## src/rtl/bp_btb_gshare.sv

```systemverilog
// Direct-mapped BTB with a separate saturating-counter PHT, optionally gshare-indexed.
// Same-cycle combinational lookup on the fetch PC; resolved branches update on the clock edge.
module bp_btb_gshare #(
  parameter int ENTRIES = 16,
  parameter int CTR_W   = 2,
  parameter int GSHARE  = 0,
  parameter int GHR_W   = 4,
  parameter int CNT_W   = 16
) (
  input  logic             clk,
  input  logic             reset,
  input  logic [31:0]      pcf,
  output logic             bp_taken,
  output logic [31:0]      bp_target,
  input  logic             upd_valid,
  input  logic [31:0]      upd_pc,
  input  logic             upd_taken,
  input  logic [31:0]      upd_target,
  input  logic             upd_mispredict,
  input  logic             inv_all,
  output logic [CNT_W-1:0] mispredict_cnt
);

  localparam int IDX_W = $clog2(ENTRIES);
  localparam int TAG_W = 30 - IDX_W;
  localparam logic [CTR_W-1:0] CTR_WNT = {CTR_W{1'b1}} >> 1;

  logic [ENTRIES-1:0] r_valid;
  logic [TAG_W-1:0]   r_tag [ENTRIES];
  logic [31:0]        r_tgt [ENTRIES];
  logic [CTR_W-1:0]   r_pht [ENTRIES];
  logic [GHR_W-1:0]   r_ghr;
  logic [CNT_W-1:0]   r_cnt;

  logic [IDX_W-1:0] w_lk_bidx;
  logic [TAG_W-1:0] w_lk_tag;
  logic [IDX_W-1:0] w_lk_pidx;
  logic [IDX_W-1:0] w_up_bidx;
  logic [TAG_W-1:0] w_up_tag;
  logic [IDX_W-1:0] w_up_pidx;
  logic [IDX_W-1:0] w_ghr_ext;
  logic [GHR_W-1:0] w_ghr_nxt;
  logic [CTR_W-1:0] w_lk_ctr;
  logic [CTR_W-1:0] w_ctr_old;
  logic [CTR_W-1:0] w_ctr_new;
  logic             w_hit;
  logic             w_upd;
  logic             w_unused;

  assign w_lk_bidx = pcf[IDX_W+1:2];
  assign w_lk_tag  = pcf[31:IDX_W+2];
  assign w_up_bidx = upd_pc[IDX_W+1:2];
  assign w_up_tag  = upd_pc[31:IDX_W+2];
  assign w_unused  = ^{pcf[1:0], upd_pc[1:0]};

  assign w_ghr_ext = IDX_W'(r_ghr);
  assign w_lk_pidx = (GSHARE != 0) ? (w_lk_bidx ^ w_ghr_ext) : w_lk_bidx;
  assign w_up_pidx = (GSHARE != 0) ? (w_up_bidx ^ w_ghr_ext) : w_up_bidx;
  // Truncating the concatenation drops the oldest bit, also valid for GHR_W=1.
  assign w_ghr_nxt = GHR_W'({r_ghr, upd_taken});

  assign w_hit     = r_valid[w_lk_bidx] && (r_tag[w_lk_bidx] == w_lk_tag);
  assign w_lk_ctr  = r_pht[w_lk_pidx];
  assign bp_taken  = w_hit & w_lk_ctr[CTR_W-1];
  assign bp_target = w_hit ? r_tgt[w_lk_bidx] : 32'b0;

  assign w_upd     = upd_valid & ~inv_all;
  assign w_ctr_old = r_pht[w_up_pidx];

  always_comb begin
    w_ctr_new = w_ctr_old;
    if (upd_taken) begin
      if (w_ctr_old != {CTR_W{1'b1}})
        w_ctr_new = w_ctr_old + CTR_W'(1);
    end else begin
      if (w_ctr_old != '0)
        w_ctr_new = w_ctr_old - CTR_W'(1);
    end
  end

  always_ff @(posedge clk or negedge reset) begin
    if (!reset) begin
      r_valid <= '0;
      r_ghr   <= '0;
      r_cnt   <= '0;
      for (int i = 0; i < ENTRIES; i++)
        r_pht[i] <= CTR_WNT;
    end else begin
      if (inv_all) begin
        r_valid <= '0;
        r_ghr   <= '0;
      end else if (upd_valid) begin
        r_pht[w_up_pidx] <= w_ctr_new;
        if (upd_taken)
          r_valid[w_up_bidx] <= 1'b1;
        if (GSHARE != 0)
          r_ghr <= w_ghr_nxt;
      end
      if (upd_valid && upd_mispredict && (r_cnt != {CNT_W{1'b1}}))
        r_cnt <= r_cnt + CNT_W'(1);
    end
  end

  // Tag/target payload needs no reset; the valid bits qualify it.
  always_ff @(posedge clk) begin
    if (reset && w_upd && upd_taken) begin
      r_tag[w_up_bidx] <= w_up_tag;
      r_tgt[w_up_bidx] <= upd_target;
    end
  end

  assign mispredict_cnt = r_cnt;

endmodule

```

## config.mk

```make
export PLATFORM = sky130hd
export DESIGN_NAME = bp_btb_gshare
export DESIGN_NICKNAME = d
export VERILOG_FILES = /design/src/rtl/bp_btb_gshare.sv
export SDC_FILE = /design/constraint.sdc
export NUM_CORES = 1
export LEC_CHECK = 0
export ABC_AREA = 1
export ABC_CLOCK_PERIOD_IN_PS = 2600
export CAP_MARGIN = 25
export CORE_ASPECT_RATIO = 1.2
export CORE_MARGIN = 3
export CORE_UTILIZATION = 55
export DETAILED_ROUTE_END_ITERATION = 10
export MAX_ROUTING_LAYER = met4
export PLACE_DENSITY_LB_ADDON = 0.3
export SLEW_MARGIN = 20
export SYNTH_ARGS = -nofsm -noshare
export SYNTH_HDL_FRONTEND = slang
export SYNTH_SLANG_ARGS = --single-unit
```

## constraint.sdc

```tcl
create_clock -name clk -period 2.6 [get_ports clk]
set_input_delay 0.52 -clock clk [delete_from_list [all_inputs] [get_ports clk]]
set_output_delay 0.52 -clock clk [all_outputs]
set_load 0.03 [all_outputs]
```

==> results by group, run 1 <==
Synthesis
  • Async S/R FF share, synth: 0.06452
  • Sequential share of the synthesized area: 0.7185
  • Top FF cell, synth: edfxtp_1
  • Post-synthesis average cell area: 11.89 um2
  • Syn Nets: approximately 3.6k
  • Synth Warn #: 0
  • Synth top area cells: edfxtp_1 (68%), nand2_1 (8.1%), nand3_1 (3.2%), a21oi_1 (3.2%), dfrtp_1 (2.9%)
  • Number of synthesized register bits: just under 1k
  • Cell variety after synth: 38
  • Post-synthesis cell count: approximately 3.5k
  • Top cell type by total area after synthesis: edfxtp_1
  • Yosys top cell area share: 0.6790
  • Post-synth EDFFs: roughly 930
  • Post-synthesis cell area: 41040 um2

Placement
  • Hpwl dp: about 64 mm
  • GP Congestion: 0.8937
  • Placed Instances: about 4.6k
  • Buffers on Ports: 146
  • Place WS: -0.8186 ns

Timing
  • Slew HR: 0.4549
  • Skew final: roughly 0.027 ns
  • Fin. Hold Viols: 0
  • Count of final setup violators: 33
  • Fmax: about 0.3 GHz
  • Unrepaired setup endpoints after global routing: true
  • Pins over their slew limit: 0
  • Tcrit/Tclk final: 1.281
  • Setup_tns: -22.45 ns
  • Tightest Pin Transition: between 0.8 and 0.9 ns
  • Setup WS post-layout: -0.7307 ns
  • Min Clock Period, post-route: 3.331 ns

Worst setup path
  • Crit. End Element: output port
  • Critical path class: in2out
  • Critical Path AT: between 2 and 3 ns
  • CP startpoint kind: input port
  • Max Fanout on Critical Path: 27
  • CP Launch Point: pcf[2]
  • RR Startpoint: mispredict_cnt[0]
  • Required time of the critical path: about 2.1 ns

Global routing
  • Total Routing Usage GR: 0.2826
  • Initial antenna violation count: 7
  • Largest net degree at the start of global routing: 91
  • Gr busiest metal: met2
  • First-pass GRT wire length: between 150 and 200 mm
  • M3 GR Usage: 0.04375
  • M1 GR Usage: 0.3586
  • Grt total ovfl: 0
  • Grt met2 use: 0.4607
  • Vias in the first global route: 27.91k

Clocking
  • Max Root-Sink Buffers: 3
  • CTS sink count: slightly below 1k
  • Worst-path clk slew: 0.06 ns
  • CTS Hold Buffers Added: 0
  • Depth of the CTS H-tree: 3
  • CTS tree: yes
  • Clk_lat worst skew: ~0.67 ns
  • CTS root buffer: clkbuf_16
  • Number of buffers created by CTS: 95

Run status
  • Failing checks: negative setup slack
  • Status: finished, violations left

Routing
  • Pre-antenna DRT Iters: 5
  • Drt drc: 0
  • Post-Route WL: ~110 mm
  • DR vias/cell: ~6
  • Routed len/inst: between 20 and 25 um
  • Routed Antenna Nets: 0
  • Vias after detailed routing: between 20k and 30k
  • Drt first-iter violations: roughly 3.1k

Final layout
  • Layout Area Growth over Synthesis: 20.12%
  • Fin util: 0.6681
  • Ratio of cells with drive above 1 in the final layout: 0.1355
  • Commonest non-fill, non-tap cell in the layout: edfxtp_1
  • Finished Layout Cells: roughly 4.8k
  • Final nets: roughly 3.8k
  • Commonest cells after routing, fill and taps aside: edfxtp_1 (928), nand2_1 (877), a21oi_1 (258)
  • FILL cells: ~5.2k

Floorplan
  • Die area: just under 80000 um2
  • Die width: 255.4 um
  • Die Height: between 300 and 400 um
  • Row Count: 109
  • Boundary pin count: ~150
  • Core area: 73780 um2
  • Starting Density: 0.5562

Power and ir drop
  • P_leak: 18.18 nW
  • Total power: around 0.034 W
  • Worst VDD drop: around 570 uV
  • P per Cell Area: between 600 and 700 nW/um2

Hold path
  • Hold Crit Class: in2async

Job
  • Max-Cap Viols: 0
==> where the power goes <==
part | switching, W | total [W] | internal (W)
logic | 0.00174 | 0.00271 | 0.000966
registers | 0.000139 | 0.0179 | 0.0177
clock network | 0.00594 | 0.0136 | 0.00762
total | 0.00782 | 0.0341 | 0.0263
==> cells by family after synthesis <==
logic type	Yosys count	synth area share
AOI/OAI and AO/OA	576	0.08607
xor gates and xnor gates	13	0.002774
adders and majority gates	1	0.0003048
buffers and inverters	431	0.04683
DFF	992	0.7185
and+or+nand+nor	1439	0.1455
==> worst max-delay path, cell delays in order <==
cell     delay, ns
buf_12        0.14
inv_8         0.15
buf_12        0.20
nand2_1       0.08
nand2_1       0.07
nand2_1       0.07
nand3_1       0.09
nand3_1       0.16
nand3_1       0.16
nand2_1       0.08
nor2_1        0.10
nand2_1       0.06
nor2_1        0.12
nand2_2       0.13
buf_12        0.17
buf_16        0.18
nor3_4        0.15
buf_6         0.15
==> cells in the mapped netlist (2+ instances only) <==
master	number
a31oi_1	8
nand4_1	2
nand2_1	884
o31ai_1	24
a22oi_1	8
clkbuf_1	70
dfstp_2	16
dfrtp_1	48
xnor2_1	6
buf_1	25
buf_6	19
nor2_1	235
inv_2	3
inv_1	217
buf_2	84
o21ai_1	3
o211ai_1	36
nand3b_1	2
buf_4	12
nand3_1	265
a221oi_1	117
xor2_1	7
a32oi_1	2
o22ai_1	9
o221ai_1	3
edfxtp_1	928
a21oi_1	259
o21ai_0	107
nor3_1	15
nor3_2	30
==> registers in the layout, summed over array words and instances, names as in the netlist <==
| signal | flops |
|---|---|
| r_tgt | 512 |
| r_valid | 16 |
| mispredict_cnt | 16 |
| r_tag | 416 |
| r_pht | 32 |
==> what timing repair did <==
item,4_1_cts,5_1_grt
pin swaps,10,3
gates resized for setup,44,19
buffers inserted,1,1
endpoints found under the setup margin,33,33
gates cloned,5,0
==> area by class of cell <==
class / count / area (um2) / area share
antenna: 7 / 17.52 / 0.0003553
clock buffer: 121 / 2489 / 0.05048
clock inverter: 53 / 546.8 / 0.01109
inverter: 220 / 857.1 / 0.01739
multi-input combinational: 2029 / 9986 / 0.2026
sequential: 992 / 29490 / 0.5982
tap: 999 / 1250 / 0.02536
timing repair buffer: 393 / 4652 / 0.09437
timing repair inverter: 1 / 8.758 / 0.0001777
==> per-stage QoR <==
step | instance area, um2 | hold slack [ns]
final | 49290 | 0.04986
after global routing | 49290 | 0.1167
after CTS | 49180 | 0.05728
after detailed placement | 45820 | 0.4904
after global placement | 45820 | 0.4829
after floorplan | 41160 | 0.2244
==> path summary, 6_finish.rpt <==
path | cells past startpoint | slack [ns] | end
max | 18 | -0.73 | bp_target[4]
min | 2 | 0.05 | r_pht[25]
max reg2reg | 11 | 0.56 | mispredict_cnt[15]
min reg2reg | 1 | 0.50 | mispredict_cnt[13]
max in group asynchronous | 2 | 2.00 | r_valid[5]
min in group clk | 1 | 0.50 | mispredict_cnt[13]
==> layer usage <==
metal  wire length, um  up-vias
met5                 0        -
li1                  -    12810
met4              4047        0
met2             53660     1476
met1             41480    13813
met3              9364      268
(Power assumes the default switching activity.)
==> run 2, diff against run 1 <==
- ABC_AREA: 1 -> unset
- ABC_CLOCK_PERIOD_IN_PS: 2600 -> 3750
- clock period: 2.6 -> 3.75 ns (I/O delays scaled with it)
==> run 2 against run 1 <==
Against the previous run: the flow still finishes with violations (negative setup slack); count of clock-buffer cells in the layout down 7; register-to-register slack gained 0.74 ns; first-iteration DRC count decreased by 38%; critical endpoint is now bp_target[28]; clock power fell by 33%; power decreased by 32%; final cell count is 35% lower.
==> results by group, run 2 <==
Global routing
  • First-pass GRT wire length: 136.4 mm (-17%)
  • Total Routing Usage GR: 0.2571 (-0.02548)
  • Vias in the first global route: 20.67k (-26%)
  • Largest net degree at the start of global routing: 69 (-24%)
  • Grt total ovfl: 0 (unchanged)
  • Initial antenna violation count: 8 (+1)

Final layout
  • Multi-input gate area: 10030 um2 (+0.43%)
  • Number of flip-flops in the largest register: 512 (unchanged)
  • Biggest register: r_tgt
  • Register area: 29490 um2 (unchanged)
  • Commonest cells after routing, fill and taps aside: edfxtp_1 (928), mux4_2 (280), buf_4 (122)
  • FILL cells: 4369 (-16%)
  • Largest regs: r_tgt (512), r_tag (416), r_pht (32)
  • Layout Area Growth over Synthesis: 20.99%
  • Final nets: 2207 (-42%)
  • Commonest non-fill, non-tap cell in the layout: edfxtp_1
  • Ratio of cells with drive above 1 in the final layout: 0.3603 (+0.2248)

Synthesis
  • Top FF cell, synth: edfxtp_1
  • Synth Warn #: 0 (unchanged)
  • Cell variety after synth: 49 (+29%)
  • Most common cell in the synthesized netlist: edfxtp_1
  • Sequential share of the synthesized area: 0.7493 (+0.03075)
  • Synth top area cells: edfxtp_1 (71%), mux4_2 (16%), dfrtp_1 (3.1%), mux2_2 (1.1%), dfstp_2 (1.1%)
  • Post-synthesis average cell area: 22.17 um2 (+86%)
  • Async S/R FF share, synth: 0.06452 (unchanged)
  • Post-synthesis cell area: 39360 um2 (-4.1%)
  • Post-synthesis cell count: 1775 (-49%)
  • Commonest cells in the netlist: edfxtp_1 (928), mux4_2 (280), nand3_1 (49)
  • Syn Nets: 1878 (-47%)
  • Top cell type by total area after synthesis: edfxtp_1
  • Number of synthesized register bits: 992 (unchanged)
  • Yosys top cell area share: 0.7081 (+0.02906)
  • Post-synth EDFFs: 928 (unchanged)

Timing
  • Tcrit/Tclk final: 1.156
  • Skew final: 0.01018 ns (-0.01658 ns)
  • Count of final setup violators: 33 (unchanged)
  • Slew HR: 0.4029 (-0.05201)
  • Min Clock Period, post-route: roughly 4.3 ns
  • Fmax: ~0.23 GHz
  • Setup_tns: -17.09 ns (+5.362 ns)
  • Unrepaired setup endpoints after global routing: true
  • Final hold slack: 0.3232 ns (+0.2734 ns)
  • Pins over their slew limit: 0 (unchanged)
  • Fin. Hold Viols: 0 (unchanged)
  • Setup WS post-layout: -0.5857 ns (+0.1449 ns)
  • Tightest Pin Transition: 0.8957 ns (+0.07801 ns)

Routing
  • Routed len/inst: 29.63 um (+31%)
  • DR vias/cell: 6.280 (+6.6%)
  • Drt first-iter violations: 1943 (-38%)
  • Vias after detailed routing: 19.51k (-31%)
  • Pre-antenna DRT Iters: 5 (unchanged)
  • Post-Route WL: 92.04 mm (-15%)
  • Routed Antenna Nets: 0 (unchanged)
  • Drt drc: 0 (unchanged)

Clocking
  • Number of buffers created by CTS: 92 (-3.2%)
  • Depth of the CTS H-tree: 3 (unchanged)
  • CTS tree: yes
  • CTS sink count: 992 (unchanged)
  • Max Root-Sink Buffers: 3 (unchanged)
  • CTS root buffer: clkbuf_16
  • Worst-path clk slew: 0.06 ns (about the same)
  • Clk_lat worst skew: 0.63 ns (-0.04 ns)
  • CTS Hold Buffers Added: 0 (unchanged)

Floorplan
  • Boundary pin count: 151 (unchanged)
  • Die width: 250.2 um (-2.0%)
  • Row Count: 106 (-2.8%)
  • Die Height: 299.0 um (-2.0%)
  • Starting Density: 0.5599 (+0.003655)
  • Core area: 70290 um2 (-4.7%)
  • Die area: 74810 um2 (-4.0%)

Power and ir drop
  • P_int: 0.01823 W (-31%)
  • P per Cell Area: 485.1 nW/um2 (-30%)
  • Switching Fraction: 0.2108 (-0.01833)
  • Reg power frac: 0.535 (+0.012)
  • Logic gate share of total power: 0.071 (-0.008)
  • Worst VDD drop: 360.0 uV (-36%)
  • P_leak: 15.95 nW (-12%)
  • Switching power: 0.004870 W (-38%)
  • Total power: 0.02310 W (-32%)
  • Clock Power Share: 0.394 (-0.003)

Worst setup path
  • Required time of the critical path: 3.00 ns (+0.92 ns)
  • CP startpoint kind: input port
  • Crit. End Element: output port
  • Max Fanout on Critical Path: 7 (-74%)
  • Critical path class: in2out
  • Critical Path AT: 3.59 ns (+0.78 ns)

Placement
  • Place WS: -0.6812 ns (+0.1374 ns)
  • Buffers on Ports: 146 (unchanged)
  • Hpwl dp: 50.41 mm (-21%)
  • GP Congestion: 0.8551 (-4.3%)

Run status
  • Status: finished, violations left
  • Failing checks: negative setup slack

Job
  • Max-Cap Viols: 0 (unchanged)

Hold path
  • Hold Crit Class: in2async
run 2: layout make-up:
cell class | count | area share
multi-input cells | 678 | 0.2106
well taps | 918 | 0.02412
clock buffers | 114 | 0.05095
repair buffers | 335 | 0.08338
flip-flops and latches | 992 | 0.6193
inverters | 5 | 0.0004993
diodes | 9 | 0.0004730
clock inverters | 55 | 0.01064
run 2: layer usage:
layer | global-route usage | vias up | wire, um
li1 | - | 8115 | -
met4 | 0.1036 | 0 | 3171
met3 | 0.04573 | 184 | 6552
met5 | - | - | 0
met2 | 0.4232 | 872 | 48460
met1 | 0.3216 | 10335 | 33860
run 2: worst max-delay path, stage by stage:
cell	delay, ns
buf_16	0.12
buf_12	0.12
buf_12	0.11
mux4_2	0.48
mux4_2	0.53
xor2_2	0.19
nor4_4	0.40
buf_12	0.22
buf_12	0.14
nand3_2	0.09
nor3_4	0.26
buf_12	0.16
run 2: power groups by stage:
stage / Clock, W / Sequential, W / Combinational [W]
6_report: 0.00911 / 0.0123 / 0.00164
5_1_grt: 0.00969 / 0.0124 / 0.00175
3_3_place_gp: 0 / 0.0126 / 0.00153
4_1_cts: 0.00926 / 0.0123 / 0.00163
3_5_place_dp: 0 / 0.0126 / 0.00158
2_1_floorplan: 0 / 0.0126 / 0.000864
run 2: stage by stage:
| stage | cell area, um2 | instances | utilization |
|---|---|---|---|
| after floorplan | 40070 | 1775 | - |
| after global placement | 44130 | 2903 | 0.6279 |
| after detailed placement | 44130 | 2903 | 0.6279 |
| after CTS | 47400 | 3089 | 0.6743 |
| after global routing | 47610 | 3105 | 0.6773 |
| final | 47610 | 3106 | 0.6774 |
run 2: kinds of logic after synthesis:
logic type      share of synthesized area
compound gates                   0.006295
fa+ha+maj                       0.0008266
simple gates                      0.03157
flops                              0.7493
xor+xnor                          0.01202
buf+inv                           0.01488
mux                                0.1851
run 2: path summary, 6_finish.rpt:
check,to,slack (ns),from,depth (start not counted)
max,bp_target[28],-0.59,pcf[2],12
min,mispredict_cnt[11],0.32,reset,2
max reg2reg,r_pht[27],1.30,r_pht[25],4
min reg2reg,mispredict_cnt[6],0.50,mispredict_cnt[6],1
max in group asynchronous,r_valid[3],2.92,reset,2
min in group clk,mispredict_cnt[6],0.50,mispredict_cnt[6],1
run 2: repair_timing:
item,4_1_cts,5_1_grt
pin swaps,7,11
buffers inserted,14,6
cloned,3,2
gates resized for setup,28,20
setup endpoints to repair,33,33
==> run 3, diff against run 2 <==
- ABC_CLOCK_PERIOD_IN_PS: 3750 -> 3600
- GPL_TIMING_DRIVEN: unset -> 0
- clock period: 3.75 -> 3.6 ns (I/O delays scaled with it)
==> run 3 against run 2 <==
Against the previous run: the run still ends with negative setup slack left; first-iteration DRC count is 22% higher; critical endpoint is now bp_target[0]; flip-flop and latch count stayed put; sequential share of layout area is 0.30 points lower; via count is 2.6% higher; clock power is 6.9% higher; setup slack worse by 0.084 ns; power is 5.1% higher; critical path depth is 1 higher; cell area is 0.48% higher.
==> results by group, run 3 (synthesized netlist as in run 2, its figures left out) <==
Final layout
  • Number of flip-flops in the largest register: 512 (unchanged)
  • Post-Layout Inst Area: 47840 um2 (+0.48%)
  • Ratio of cells with drive above 1 in the final layout: 0.3574 (-0.002887)
  • Finished Layout Cells: 3130 (+0.77%)
  • Final nets: 2237 (+1.4%)
  • Layout Area Growth over Synthesis: 21.57%
  • Commonest non-fill, non-tap cell in the layout: edfxtp_1
  • Biggest register: r_tgt
  • Largest regs: r_tgt (512), r_tag (416), r_pht (32)
  • Commonest cells after routing, fill and taps aside: edfxtp_1 (928), mux4_2 (280), clkdlybuf4s50_1 (106)

Routing
  • Pre-antenna DRT Iters: 5 (unchanged)
  • DR vias/cell: 6.394 (+1.8%)
  • Drt first-iter violations: 2376 (+22%)
  • Drt drc: 0 (unchanged)
  • Vias after detailed routing: 20.01k (+2.6%)
  • Post-Route WL: 99.29 mm (+7.9%)
  • Routed len/inst: 31.72 um (+7.0%)
  • Routed Antenna Nets: 0 (unchanged)

Global routing
  • First-pass GRT wire length: 143.7 mm (+5.3%)
  • Largest net degree at the start of global routing: 59 (-14%)
  • Grt total ovfl: 0 (unchanged)
  • Total Routing Usage GR: 0.2744 (+0.01731)
  • Vias in the first global route: 21.07k (+1.9%)
  • Initial antenna violation count: 6 (-2)

Timing
  • Count of final setup violators: 33 (unchanged)
  • Tcrit/Tclk final: 1.186
  • Pins over their slew limit: 0 (unchanged)
  • Fmax: between 0.2 and 0.25 GHz
  • Unrepaired setup endpoints after global routing: true
  • Fin. Hold Viols: 0 (unchanged)
  • Tightest Pin Transition: 0.8696 ns (-0.02613 ns)
  • Slew HR: 0.4189 (+0.01602)
  • Min Clock Period, post-route: ~4.3 ns
  • Skew final: 0.02633 ns (+0.01615 ns)
  • Setup WS post-layout: -0.6695 ns (-0.08375 ns)

Floorplan
  • Row Count: 106 (unchanged)
  • Core area: 70290 um2 (unchanged)
  • Boundary pin count: 151 (unchanged)
  • Starting Density: 0.5599 (unchanged)
  • Die area: 74810 um2 (unchanged)
  • Die Height: 299.0 um (unchanged)
  • Die width: 250.2 um (unchanged)

Power and ir drop
  • P_leak: 15.98 nW (+0.23%)
  • P per Cell Area: 507.6 nW/um2 (+4.6%)
  • Total power: 0.02429 W (+5.1%)
  • Worst VDD drop: 429.5 uV (+19%)

Clocking
  • CTS tree: yes
  • CTS sink count: 992 (unchanged)
  • Depth of the CTS H-tree: 3 (unchanged)
  • Number of buffers created by CTS: 92 (unchanged)
  • Worst-path clk slew: 0.06 ns (about the same)
  • Max Root-Sink Buffers: 3 (unchanged)
  • CTS root buffer: clkbuf_16
  • Clk_lat worst skew: 0.65 ns (+0.02 ns)

Placement
  • Post-placement cell area: 43600 um2 (-1.2%)
  • Place WS: -3.291 ns (-2.610 ns)
  • Buffers on Ports: 141 (-3.4%)
  • Hpwl dp: 64.31 mm (+28%)
  • GP Congestion: 0.8659 (+1.3%)
  • Placed Instances: 2910 (+0.24%)

Worst setup path
  • Critical path class: in2out
  • Required time of the critical path: 2.88 ns (-0.12 ns)
  • Crit-path max cell delay: 0.50 ns (-0.03 ns)
  • Worst Path Buf+Inv: 6 (unchanged)
  • CP delay by family, top: buffers and inverters
  • Max Fanout on Critical Path: 10 (+3)
  • Worst path depth: 13 (+1)
  • R2R Path End: r_pht[19]
  • Crit. End Element: output port
  • CP startpoint kind: input port
  • Crit path max-delay cell type: mux4_2
  • RR Startpoint: r_pht[9]
  • CP Launch Point: pcf[2]
  • Cell Chain, Critical Path: buf_8 -> buf_12 -> buf_4 -> mux4_2 -> xor2_1 -> mux2i_1 -> mux2i_1 -> nor4_4 -> buf_12 -> buf_6 -> nand3_1 -> nor3_2 -> buf_4
  • Critical Path AT: 3.55 ns (-0.04 ns)
  • CP endpoint: bp_target[0]
  • Flop2flop setup slack: 1.00 ns (-0.30 ns)
  • Worst r2r path cells: 5 (+1)

Hold path
  • Hold Crit Class: in2async

Run status
  • Status: finished, violations left
  • Failing checks: negative setup slack

Job
  • Max-Cap Viols: 0 (unchanged)
run 3: per-layer routing:
metal / routed length [um] / part of all wire / vias up / track usage
met1: 35450 / 0.36 / 10632 / 0.3399
met5: 0 / 0 / - / -
met3: 7207 / 0.073 / 222 / 0.03974
met4: 4036 / 0.041 / 0 / 0.1041
met2: 52590 / 0.53 / 1004 / 0.4649
li1: - / - / 8155 / -
run 3: power by group:
part / leakage [nW] / internal [W] / total, W / switching, W
logic: 5.35 / 0.000791 / 0.00168 / 0.000891
registers: 9.17 / 0.0128 / 0.0129 / 0.0000874
clock network: 1.46 / 0.00556 / 0.00974 / 0.00418
total: 16.0 / 0.0191 / 0.0243 / 0.00516
run 3: per-stage QoR:
stage	setup TNS, ns	hold slack, ns	util
after CTS	-20.95	0.05743	0.6723
after detailed placement	-183.27	0.4802	0.6203
after global placement	-5241.75	0.4734	0.5970
final	-19.39	0.07158	0.6807
after floorplan	-523.18	0.4244	-
after global routing	-22.73	0.08486	0.6806
run 3: worst min-delay path by stage:
stage                 startpoint           endpoint  slack (ns)
4_1_cts                    reset         r_valid[6]        0.06
3_3_place_gp   mispredict_cnt[6]  mispredict_cnt[6]        0.47
5_1_grt                    reset  mispredict_cnt[8]        0.08
6_report                   reset  mispredict_cnt[8]        0.07
3_5_place_dp   mispredict_cnt[9]  mispredict_cnt[9]        0.48
2_1_floorplan              reset  mispredict_cnt[0]        0.42
run 3: layout make-up:
| cell class | instances | area (um2) |
|---|---|---|
| diodes | 7 | 17.52 |
| plain buffers | 100 | 993.5 |
| clock buffers | 115 | 2455 |
| clock inverters | 50 | 526.8 |
| fillers | 4183 | 22450 |
| inverters | 5 | 22.52 |
| multi-input cells | 678 | 9774 |
| flip-flops and latches | 992 | 29490 |
| well taps | 918 | 1149 |
| repair buffers | 265 | 3418 |
run 3: timing repair:
| action | 4_1_cts | 5_1_grt |
|---|---|---|
| cloned | 0 | 2 |
| pin swaps | 13 | 21 |
| hold buffers | 1 | 0 |
| gates resized for setup | 342 | 72 |
| setup endpoints to repair | 33 | 75 |
| endpoints found under the hold margin | 7 | 0 |
| buffers inserted | 20 | 25 |
